--- config.mk ---
export PLATFORM = sky130hd
export DESIGN_NAME = iomem_timer_gpio
export DESIGN_NICKNAME = d
export VERILOG_FILES = /design/src/rtl/iomem_timer_gpio.sv
export SDC_FILE = /design/constraint.sdc
export NUM_CORES = 1
export LEC_CHECK = 0
export BUFFER_PORTS_ARGS = -buffer_cell sky130_fd_sc_hd__buf_2
export CAP_MARGIN = 20
export CORE_ASPECT_RATIO = 1.4
export CORE_MARGIN = 2
export CORE_UTILIZATION = 28
export DETAILED_ROUTE_END_ITERATION = 10
export PLACE_DENSITY_LB_ADDON = 0.1
export SYNTH_ARGS = -nofsm -noshare
export SYNTH_HDL_FRONTEND = slang
export SYNTH_SLANG_ARGS = --single-unit
--- constraint.sdc ---
create_clock -name clk -period 2.35 [get_ports clk]
set_input_delay 0.5875 -clock clk [delete_from_list [all_inputs] [get_ports clk]]
set_output_delay 0.5875 -clock clk [all_outputs]
set_load 0.005 [all_outputs]
--- src/rtl/iomem_timer_gpio.sv ---
// iomem_timer_gpio: memory-mapped down-counting timer with expiry interrupt
// plus a GPIO output register and a synchronized GPIO input port.
// Single-cycle-latency bus handshake: accept in IDLE, ready strobe in ACK.
module iomem_timer_gpio #(
   parameter logic [31:0] BASE_ADDR = 32'h0300_0000,
   parameter int          GPIO_W    = 8
) (
   input  logic              clk,
   input  logic              resetn,
   input  logic              iomem_valid,
   output logic              iomem_ready,
   input  logic [3:0]        iomem_wstrb,
   input  logic [31:0]       iomem_addr,
   input  logic [31:0]       iomem_wdata,
   output logic [31:0]       iomem_rdata,
   input  logic [GPIO_W-1:0] gpio_in,
   output logic [GPIO_W-1:0] gpio_out,
   output logic              irq
);

   typedef enum logic {S_IDLE, S_ACK} state_t;

   state_t            state_q, state_d;
   logic [2:0]        ctrl_q, ctrl_d;       // {IE, AUTO, EN}
   logic [31:0]       load_q, load_d;
   logic [31:0]       count_q, count_d;
   logic              exp_q, exp_d;
   logic [GPIO_W-1:0] gpio_out_q, gpio_out_d;
   logic [GPIO_W-1:0] sync1_q, sync1_d;
   logic [GPIO_W-1:0] sync2_q, sync2_d;
   logic [31:0]       rdata_q, rdata_d;
   logic              irq_q, irq_d;

   logic              sel, accept, wr, exp_set;
   logic [5:0]        off;
   logic [31:0]       rd_val, gpio_out_ext, gpio_in_ext, gpio_wr;
   logic              unused_addr_lsb;

   assign sel             = (iomem_addr[31:8] == BASE_ADDR[31:8]);
   assign off             = iomem_addr[7:2];
   assign gpio_out_ext    = 32'(gpio_out_q);
   assign gpio_in_ext     = 32'(sync2_q);
   assign unused_addr_lsb = ^iomem_addr[1:0];

   // Byte-lane merge of write data into an existing 32-bit value.
   function automatic logic [31:0] wmerge(input logic [31:0] old_v,
                                          input logic [31:0] wd,
                                          input logic [3:0]  ws);
      logic [31:0] r;
      r = old_v;
      for (int i = 0; i < 4; i++)
         if (ws[i]) r[8*i +: 8] = wd[8*i +: 8];
      return r;
   endfunction

   // Handshake FSM next state; a request is only taken in IDLE.
   always_comb begin
      state_d = state_q;
      accept  = 1'b0;
      case (state_q)
         S_IDLE: if (iomem_valid && sel) begin
            accept  = 1'b1;
            state_d = S_ACK;
         end
         S_ACK:   state_d = S_IDLE;
         default: state_d = S_IDLE;
      endcase
   end

   // Register file, timer, read mux, irq and input synchronizer next state.
   always_comb begin
      wr         = accept && (iomem_wstrb != 4'h0);
      ctrl_d     = ctrl_q;
      load_d     = load_q;
      gpio_out_d = gpio_out_q;
      gpio_wr    = wmerge(gpio_out_ext, iomem_wdata, iomem_wstrb);

      // Read mux samples registers as they are before the accept edge.
      case (off)
         6'h00:   rd_val = {29'b0, ctrl_q};
         6'h01:   rd_val = load_q;
         6'h02:   rd_val = count_q;
         6'h03:   rd_val = {31'b0, exp_q};
         6'h04:   rd_val = gpio_out_ext;
         6'h05:   rd_val = gpio_in_ext;
         default: rd_val = 32'h0;
      endcase
      rdata_d = accept ? rd_val : 32'h0;

      if (wr) begin
         case (off)
            6'h00: if (iomem_wstrb[0]) ctrl_d = iomem_wdata[2:0];
            6'h01: load_d = wmerge(load_q, iomem_wdata, iomem_wstrb);
            6'h04: gpio_out_d = gpio_wr[GPIO_W-1:0];
            default: ;
         endcase
      end

      // Timer: saturates at 0, reloads from LOAD on expiry when AUTO is set.
      exp_set = ctrl_q[0] && (count_q == 32'd1);
      count_d = count_q;
      if (ctrl_q[0]) begin
         if (count_q > 32'd1)       count_d = count_q - 32'd1;
         else if (count_q == 32'd1) count_d = ctrl_q[1] ? load_q : 32'h0;
      end
      // Bus write to COUNT wins over the timer on the written lanes.
      if (wr && off == 6'h02) count_d = wmerge(count_d, iomem_wdata, iomem_wstrb);

      // W1C of EXP loses against a same-cycle expiry.
      exp_d = exp_q;
      if (wr && off == 6'h03 && iomem_wstrb[0] && iomem_wdata[0]) exp_d = 1'b0;
      if (exp_set) exp_d = 1'b1;

      irq_d   = exp_q & ctrl_q[2];
      sync1_d = gpio_in;
      sync2_d = sync1_q;
   end

   // State registers; synchronous active-low reset drops any in-flight access.
   always_ff @(posedge clk) begin
      if (!resetn) begin
         state_q    <= S_IDLE;
         ctrl_q     <= '0;
         load_q     <= '0;
         count_q    <= '0;
         exp_q      <= 1'b0;
         gpio_out_q <= '0;
         sync1_q    <= '0;
         sync2_q    <= '0;
         rdata_q    <= '0;
         irq_q      <= 1'b0;
      end else begin
         state_q    <= state_d;
         ctrl_q     <= ctrl_d;
         load_q     <= load_d;
         count_q    <= count_d;
         exp_q      <= exp_d;
         gpio_out_q <= gpio_out_d;
         sync1_q    <= sync1_d;
         sync2_q    <= sync2_d;
         rdata_q    <= rdata_d;
         irq_q      <= irq_d;
      end
   end

   assign iomem_ready = (state_q == S_ACK);
   assign iomem_rdata = rdata_q;
   assign gpio_out    = gpio_out_q;
   assign irq         = irq_q;

endmodule

==> reports/results.tsv, run 1 <==
stage	metric	value	unit
grt	first-pass GRT wire length	32900	µm
finish	fillcell total	2156	
grt	grt total ovfl	0	
place	PortBufs	118	
die	# IOs	121	
logic_synthesis	most numerous cell in the Yosys netlist	dfxtp_1	
place	HPWL after DPL	16100	µm
route	drt drc	0	
power	maximum VDD drop	0.459	mV
sta	setup TNS	-0.0909	ns
logic_synthesis	synth top area cells	dfxtp_1 42%, mux2i_1 7.1%, nor2_1 6.7%	
route	vias per inst	5.18	
sta	fmax	417	MHz
logic_synthesis	Post-Syn Area	6060	µm²
die	Core Footprint	21200	µm²
die	chip height	178	µm
setup_path	critical-path maximum fanout	5	
route	WL per Instance	18.0	µm
logic_synthesis	EDFF count, synth	0	
run_status	status	complete, but fails checks	
finish	P&R area growth vs syn	39.1	%
die	Initial Utilization	28.6	%
logic_synthesis	Synth area leader	dfxtp_1	
sta	Worst Max-Slew Pin Slew	0.577	ns
grt	pin count of the biggest net entering global routing	26	
route	Detail Route Antenna Nets	0	
clock_tree	CTS tree	built	
logic_synthesis	Yosys top cell area share	41.6	%
sta	RSZ-0062 raised after global routing	true	
route	final WL	21000	µm
die	Die Span X	128	µm
clock_tree	H-tree depth	4	
run	Max-cap violations	0	
sta	Hold Vio Cnt, Final	0	
place	RD Place Congestion	0.873	
sta	max_slew headroom	61.5	%
route	DR iter-0 viols	276	
setup_path	type of origin of the critical path	flop	
logic_synthesis	Seq/Total Area, Yosys	41.6	%
logic_synthesis	commonest cells in the netlist	126 x dfxtp_1, 108 x nor2_1, 43 x mux2i_1	
setup_path	Critical Path RT	2.65	ns
sta	max-slew violation count	0	
logic_synthesis	YS warnings	0	
grt	GR Util All Layers	18.6	%
die	die area	22900	µm²
clock_tree	clk_lat worst skew	0.42	ns
sta	Clock Skew	0.0113	ns
clock_tree	hold buffers post-CTS	0	
sta	Final Cycle Share	102	%
logic_synthesis	Synth Flop Type	dfxtp_1	
setup_path	kind of end point of the critical path	flop	
clock_tree	TritonCTS sink count	126	
place	pre-CTS setup slack	-0.0900	ns
finish	n_diodes	0	
clock_tree	Clock Path Buffers	2	
clock_tree	CTS Buf Count	17	
hold_path	Hold WC Path Type	in -> reg	
logic_synthesis	synth unique cells	69	
grt	vias in the first global route	6094	
logic_synthesis	Async S/R FF share, synth	0	%
finish	nets@finish	975	
logic_synthesis	Syn Area/Cell	8.74	µm²
route	DRT Pass-1 Iters	5	
clock_tree	Clock transition at path regs	0.06	ns
grt	initial antenna violation count	0	
logic_synthesis	Synth Net Count	775	
power	leak pwr	3.49	nW
run_status	failing checks	setup timing	
clock_tree	root buffer cell	clkbuf_16	
sta	worst setup margin	-0.0488	ns
die	Core Rows	63	
logic_synthesis	#FFs+latches synth	126	
logic_synthesis	Mapped Cells	694	
sta	crit path time final	2.40	ns
finish	share of cells above drive strength 1	34.2	%
setup_path	critical path start-end classification	reg -> reg	
setup_path	CP arrival	2.69	ns
power	Cell Pwr Density	584	nW/µm²
route	Vias	6048	
sta	Final setup viols	7	
==> worst max-delay path, cell delays in order (launching register included) <==
cell and delay (ns):
dfxtp_2 0.32, inv_2 0.07, ha_4 0.13, or4b_4 0.50, nor4_4 0.26, buf_4 0.17
o2111ai_4 0.17, buf_4 0.22, a221oi_1 0.30, o31ai_1 0.12
==> worst paths after layout <==
path	endpoint	slack (ns)	start	cells past startpoint
worst max-delay path	count_q[12]$_SDFF_PN0_	-0.05	count_q[1]$_SDFF_PN0_	9
worst min-delay path	sync1_q[6]$_SDFF_PN0_	0.37	gpio_in[6]	2
worst max register to register	count_q[12]$_SDFF_PN0_	-0.05	count_q[1]$_SDFF_PN0_	9
worst min register to register	sync2_q[0]$_SDFF_PN0_	0.43	sync1_q[0]$_SDFF_PN0_	1
==> metal layers <==
layer / up-vias / track usage (%) / wire length [µm]
li1: 2961 / - / -
met1: 2916 / 21.5 / 8640
met2: 144 / 33.5 / 11100
met3: 27 / 3.81 / 840
met4: 0 / 7.05 / 469
met5: - / 0 / 0
==> per-stage QoR <==
step,utilization (%),power (mW),hold slack [ns],area [µm²],std cells
3_3_place_gp,36.3,2.36,0.416,7690,1130
5_1_grt,39.8,5.10,0.355,8440,1167
4_1_cts,39.2,4.98,0.356,8310,1164
6_report,39.8,4.92,0.368,8440,1167
3_5_place_dp,36.3,2.37,0.419,7690,1130
2_1_floorplan,-,2.25,0.412,6070,694
==> cell type report <==
| cell class | instances | area, µm² | share of cell area [%] |
|---|---|---|---|
| Timing Repair Buffer | 235 | 1570 | 18.6 |
| Tap cell | 260 | 325 | 3.86 |
| Inverter | 9 | 33.8 | 0.400 |
| Clock inverter | 10 | 114 | 1.35 |
| Clock buffer | 22 | 464 | 5.50 |
| Sequential cell | 126 | 2520 | 29.9 |
| Multi-Input combinational cell | 505 | 3400 | 40.3 |
==> sequential cells by signal, indices dropped and copies added (netlist names) <==
name         cells
count_q         32
ctrl_q           3
exp_q            1
gpio_out         8
iomem_rdata     32
iomem_ready      1
irq              1
load_q          32
sync1_q          8
sync2_q          8
==> placed cells by master (no fill, tap or decap), types with 6 or more instances in the layout <==
cell type,count
o21ai_0,22
mux2_2,9
clkbuf_16,17
dfxtp_1,125
nor4_1,12
a22oi_1,25
mux2i_1,43
xnor2_1,11
a222oi_1,7
nand3_1,29
nor2_1,107
and3_1,13
nand4_1,15
nand2_1,41
xor2_1,6
buf_12,7
buf_4,106
a21oi_1,17
nor3_1,13
and2_1,20
a31oi_1,7
o31ai_1,11
buf_2,118
==> what timing repair did <==
| item | 4_1_cts | 5_1_grt |
|---|---|---|
| pin swaps | 0 | 15 |
| setup endpoints to repair | 15 | 29 |
| setup buffers | 2 | 3 |
| resized for setup | 6 | 20 |
==> where the power goes <==
part	switching (mW)	total, mW	internal, mW
Combinational	0.0940	0.169	0.0752
Sequential	0.00230	2.15	2.15
Clock	0.991	2.60	1.61
Total	1.09	4.92	3.84
==> cell families after synthesis <==
group,share of synthesized area (%)
fa+ha+maj,0.413
xor+xnor,2.46
simple gates,24.7
flops,41.6
compound gates,17.6
buf+inv,4.44
mux,8.77
Power figures use the tool's default switching activity.
==> inputs of run 2 (changes only) <==
Settings changed: GPL_TIMING_DRIVEN set to 0.
==> reports/results.tsv, run 2 (same netlist as run 1, synthesis figures left out) <==
stage	metric	value	unit
grt	grt total ovfl	0	
clock_tree	hold buffers post-CTS	0	
sta	worst setup margin	-0.0444	ns
finish	fillcell total	2165	
route	Vias	6137	
power	Cell Pwr Density	604	nW/µm²
finish	n_diodes	0	
setup_path	worst reg-to-reg path cell count	9	
sta	max-slew violation count	0	
hold_path	Hold WC Path Type	in -> reg	
setup_path	type of origin of the critical path	flop	
setup_path	critical path start-end classification	reg -> reg	
setup_path	Critical Path RT	2.67	ns
die	die area	22900	µm²
clock_tree	CTS tree	built	
die	Core Footprint	21200	µm²
setup_path	kind of end point of the critical path	flop	
die	Core Rows	63	
place	dpl cell area	6980	µm²
finish	most frequent cells in the layout	122 x buf_2, 121 x dfxtp_1, 104 x nor2_1, 43 x mux2i_1, 40 x nand2_1	
power	maximum VDD drop	0.416	mV
route	final WL	23600	µm
finish	Final Instance Count excl. Fillers	1130	
grt	initial antenna violation count	0	
clock_tree	TritonCTS sink count	126	
route	WL per Instance	20.9	µm
route	DRT Pass-1 Iters	5	
route	DR iter-0 viols	352	
finish	share of cells above drive strength 1	31.5	%
sta	crit path time final	2.39	ns
grt	vias in the first global route	6251	
finish	post-route cell area	8190	µm²
grt	GR Util All Layers	20.7	%
power	leak pwr	3.27	nW
place	PortBufs	116	
die	Initial Utilization	28.6	%
setup_path	R2R Setup Slk	-0.04	ns
clock_tree	CTS Buf Count	17	
sta	Final Cycle Share	102	%
route	Detail Route Antenna Nets	0	
clock_tree	Clock Path Buffers	2	
grt	pin count of the biggest net entering global routing	17	
run	Max-cap violations	0	
place	RD Place Congestion	0.919	
setup_path	r2r endpoint	count_q[4]$_SDFF_PN0_	
clock_tree	root buffer cell	clkbuf_16	
die	chip height	178	µm
setup_path	Worst path most repeated cell	buf_6	
sta	Worst Max-Slew Pin Slew	0.887	ns
run_status	failing checks	setup timing	
sta	Final setup viols	7	
place	placed cell count	1070	
sta	fmax	418	MHz
sta	max_slew headroom	40.9	%
setup_path	CP arrival	2.72	ns
grt	first-pass GRT wire length	35400	µm
run_status	status	complete, but fails checks	
setup_path	Critical R2R Launch	count_q[12]$_SDFF_PN0_	
hold_path	WHS Path Cells	2	
sta	RSZ-0062 raised after global routing	true	
finish	commonest non-fill, non-tap cell in the layout	buf_2	
clock_tree	clk_lat worst skew	0.43	ns
setup_path	slowest stage cell, crit path	or4_4	
route	drt drc	0	
hold_path	hold wc startpoint	gpio_in[3]	
setup_path	Worst path max stage delay	0.51	ns
die	Die Span X	128	µm
clock_tree	H-tree depth	4	
setup_path	critical-path maximum fanout	7	
clock_tree	Clock transition at path regs	0.06	ns
hold_path	Hold EP	sync1_q[3]$_SDFF_PN0_	
finish	nets@finish	939	
route	vias per inst	5.43	
finish	P&R area growth vs syn	35.1	%
sta	Clock Skew	0.0116	ns
die	# IOs	121	
power	total chip power	4.95	mW
place	HPWL after DPL	16900	µm
setup_path	worst path cell trace	buf_6 -> or4_4 -> buf_6 -> nor4_4 -> o2111ai_4 -> buf_8 -> a221oi_2 -> nor3_1 -> a21o_1	
sta	Hold Vio Cnt, Final	0	
## run 2: cell count changes in the layout (fill, tap and decap cells not counted), moves of 4 or more
| cell | previous run | this run |
|---|---|---|
| nor4_4 | 4 | 8 |
| clkbuf_4 | 0 | 4 |
| clkbuf_1 | 3 | 27 |
| buf_12 | 7 | 0 |
| clkbuf_2 | 0 | 6 |
| dfxtp_1 | 125 | 121 |
| buf_4 | 106 | 31 |
| buf_2 | 118 | 122 |
## run 2: final cells by class
cell class / instances / area, µm² / share of cell area, %
Buffer: 48 / 262 / 3.19
Clock buffer: 21 / 470 / 5.74
Clock inverter: 10 / 114 / 1.39
Inverter: 9 / 38.8 / 0.474
Multi-Input combinational cell: 505 / 3590 / 43.9
Sequential cell: 126 / 2530 / 30.9
Tap cell: 260 / 325 / 3.97
Timing Repair Buffer: 151 / 852 / 10.4
## run 2: critical path, delay by kind of cell, from the launching register on
family	cells	cell delay, ns
DFF	1	0.31
buffers and inverters	3	0.49
AOI/OAI and AO/OA	3	0.58
and+or+nand+nor	3	0.91
## run 2: per-stage QoR
stage          hold WS [ns]  util (%)  setup slack, ns  TNS (ns)
2_1_floorplan         0.412         -           0.0142         0
3_3_place_gp          0.414      32.9            -1.21    -76.48
3_5_place_dp          0.421      32.9            -1.31    -81.71
4_1_cts               0.343      37.1          -0.0202   -0.0689
5_1_grt               0.356      38.6           -0.131     -1.36
6_report              0.360      38.6          -0.0444    -0.166
## run 2: layer usage
layer	up-vias	global-route usage, %	share of wire (%)
met2	192	36.1	52
li1	2891	-	-
met4	0	11.4	3.9
met1	3000	23.0	39
met3	54	5.04	5.3
met5	-	0	0
## run 2: how the worst max path moves through the flow
| stage | startpoint | endpoint | cells after the start |
|---|---|---|---|
| 6_report | count_q[12]$_SDFF_PN0_ | count_q[4]$_SDFF_PN0_ | 9 |
| 5_1_grt | count_q[12]$_SDFF_PN0_ | count_q[3]$_SDFF_PN0_ | 9 |
| 4_1_cts | count_q[1]$_SDFF_PN0_ | count_q[3]$_SDFF_PN0_ | 9 |
| 3_5_place_dp | iomem_addr[5] | iomem_rdata[25]$_SDFF_PN0_ | 8 |
| 3_3_place_gp | iomem_addr[5] | iomem_rdata[21]$_SDFF_PN0_ | 8 |
| 2_1_floorplan | count_q[0]$_SDFF_PN0_ | count_q[30]$_SDFF_PN0_ | 9 |
## run 2: where the power goes
group	internal, mW	leakage [nW]	switching (mW)
combinational	0.0681	1.97	0.109
clock	1.63	0.277	0.990
sequential	2.15	1.02	0.00240
## run 2: what timing repair did
action	4_1_cts	5_1_grt
resized for setup	44	52
endpoints found under the hold margin	0	0
gates cloned	1	1
pin swaps	16	26
setup buffers	17	17
setup endpoints to repair	105	64
==> inputs of run 3 (changes only) <==
Settings changed: CTS_BUF_LIST set to sky130_fd_sc_hd__clkbuf_16.
==> reports/results.tsv, run 3 (same netlist as run 1, synthesis figures left out) <==
stage	metric	value	unit
grt	GR Util All Layers	20.7	%
run_status	status	complete, but fails checks	
die	Core Footprint	21200	µm²
die	# IOs	121	
place	HPWL after DPL	16900	µm
finish	share of cells above drive strength 1	30.5	%
route	vias per inst	5.41	
sta	max_slew headroom	42.7	%
sta	RSZ-0062 raised after global routing	true	
grt	pin count of the biggest net entering global routing	17	
finish	most frequent cells in the layout	121 x buf_2, 121 x dfxtp_1, 104 x nor2_1, 43 x mux2i_1, 39 x nand2_1	
route	Vias	6089	
route	Detail Route Antenna Nets	0	
clock_tree	CTS tree	built	
setup_path	critical path start-end classification	reg -> reg	
clock_tree	Clock Path Buffers	2	
sta	setup TNS	-0.245	ns
finish	P&R area growth vs syn	33.8	%
run_status	failing checks	setup timing	
sta	crit path time final	2.42	ns
sta	Final setup viols	8	
grt	grt met3 use	5.04	%
setup_path	r2r endpoint	count_q[5]$_SDFF_PN0_	
clock_tree	H-tree depth	4	
clock_tree	Clock transition at path regs	0.06	ns
grt	first-pass GRT wire length	35400	µm
grt	vias in the first global route	6257	
clock_tree	root buffer cell	clkbuf_16	
setup_path	Worst path max stage delay	0.51	ns
power	leak pwr	3.23	nW
finish	n_diodes	0	
route	drt drc	0	
die	Initial Utilization	28.6	%
grt	M2 GR Usage	36.0	%
sta	fmax	413	MHz
setup_path	worst reg-to-reg path cell count	9	
die	Core Rows	63	
power	Cell Pwr Density	597	nW/µm²
setup_path	CP Capture Point	count_q[5]$_SDFF_PN0_	
setup_path	WP buf/inv	3	
grt	grt total ovfl	0	
finish	nets@finish	934	
die	Die Span X	128	µm
clock_tree	CTS Buf Count	17	
run	Max-cap violations	0	
die	die area	22900	µm²
setup_path	critical-path maximum fanout	7	
route	WL per Instance	20.9	µm
sta	worst setup margin	-0.0694	ns
setup_path	type of origin of the critical path	flop	
clock_tree	hold buffers post-CTS	0	
sta	Final Cycle Share	103	%
finish	fillcell total	2173	
setup_path	CP Depth	9	
setup_path	Worst path most repeated cell	buf_6	
hold_path	Hold WC Path Type	in -> reg	
finish	post-route cell area	8110	µm²
setup_path	R2R Setup Slk	-0.07	ns
finish	FF+latch area	2530	µm²
setup_path	CP arrival	2.74	ns
place	PortBufs	116	
setup_path	slowest stage cell, crit path	or4_4	
place	RD Place Congestion	0.919	
setup_path	worst path cell trace	buf_6 -> or4_4 -> buf_6 -> nor4_4 -> o2111ai_4 -> buf_4 -> a221oi_2 -> nor3_1 -> a21o_1	
sta	Worst Max-Slew Pin Slew	0.860	ns
route	DR iter-0 viols	337	
route	final WL	23500	µm
setup_path	Critical Path RT	2.67	ns
finish	footprint of the multi-input gates	3590	µm²
die	chip height	178	µm
setup_path	kind of end point of the critical path	flop	
power	maximum VDD drop	0.434	mV
setup_path	Critical R2R Launch	count_q[12]$_SDFF_PN0_	
clock_tree	TritonCTS sink count	126	
finish	final core utilization	38.3	%
route	DRT Pass-1 Iters	6	
sta	Hold Vio Cnt, Final	0	
grt	Most Used Layer, Global Route	met2	
setup_path	Setup crit start	count_q[12]$_SDFF_PN0_	
sta	max-slew violation count	0	
grt	GR Util met1	22.9	%
place	dpl cell area	6980	µm²
grt	initial antenna violation count	0	
sta	Clock Skew	0.0117	ns
place	pre-CTS setup slack	-1.31	ns
clock_tree	clk_lat worst skew	0.43	ns
setup_path	cell family with most CP delay	simple AND/OR/NAND/NOR gates	
-- run 3: where the power goes --
part | switching (mW) | internal, mW
registers | 0.00253 | 2.15
clock network | 0.990 | 1.53
logic | 0.109 | 0.0681
total | 1.10 | 3.74
-- run 3: worst reg2reg max path, cell delays in order (launching register included) --
cell and delay, ns:
dfxtp_2 0.31, buf_6 0.13, or4_4 0.51, buf_6 0.15, nor4_4 0.33, o2111ai_4 0.21, buf_4 0.20, a221oi_2 0.24
nor3_1 0.09, a21o_1 0.15
-- run 3: layout make-up --
cell class / instances / share of cell area (%)
well taps: 260 / 4.01
repair buffers: 145 / 9.98
clock inverters: 14 / 1.59
plain buffers: 49 / 3.22
clock buffers: 17 / 5.24
inverters: 9 / 0.478
flip-flops and latches: 126 / 31.2
multi-input cells: 505 / 44.2
-- run 3: how the worst min path moves through the flow --
stage | startpoint | to | slack (ns) | cells after the start
after floorplan | sync1_q[0]$_SDFF_PN0_ | sync2_q[0]$_SDFF_PN0_ | 0.41 | 1
after global placement | sync1_q[6]$_SDFF_PN0_ | sync2_q[6]$_SDFF_PN0_ | 0.41 | 1
after detailed placement | sync1_q[1]$_SDFF_PN0_ | sync2_q[1]$_SDFF_PN0_ | 0.42 | 1
after CTS | gpio_in[3] | sync1_q[3]$_SDFF_PN0_ | 0.34 | 2
after global routing | gpio_in[4] | sync1_q[4]$_SDFF_PN0_ | 0.36 | 2
final | gpio_in[2] | sync1_q[2]$_SDFF_PN0_ | 0.36 | 2
-- run 3: routing by layer --
| metal | up-vias | share of wire, % |
|---|---|---|
| li1 | 2878 | - |
| met1 | 2956 | 39 |
| met2 | 195 | 51 |
| met3 | 60 | 5.2 |
| met4 | 0 | 4.4 |
| met5 | - | 0 |
-- run 3: timing repair --
item / CTS / global route
setup buffers: 18 / 11
pin swaps: 16 / 27
gates resized for setup: 43 / 53
setup endpoints to repair: 105 / 67
cloned: 1 / 1
-- run 3: per-stage QoR --
step	power (mW)	hold slack [ns]	instances
floorplan	2.25	0.412	694
global placement	2.37	0.414	1070
detailed placement	2.37	0.421	1070
CTS	4.90	0.344	1116
global route	5.01	0.357	1125
finish	4.85	0.359	1125
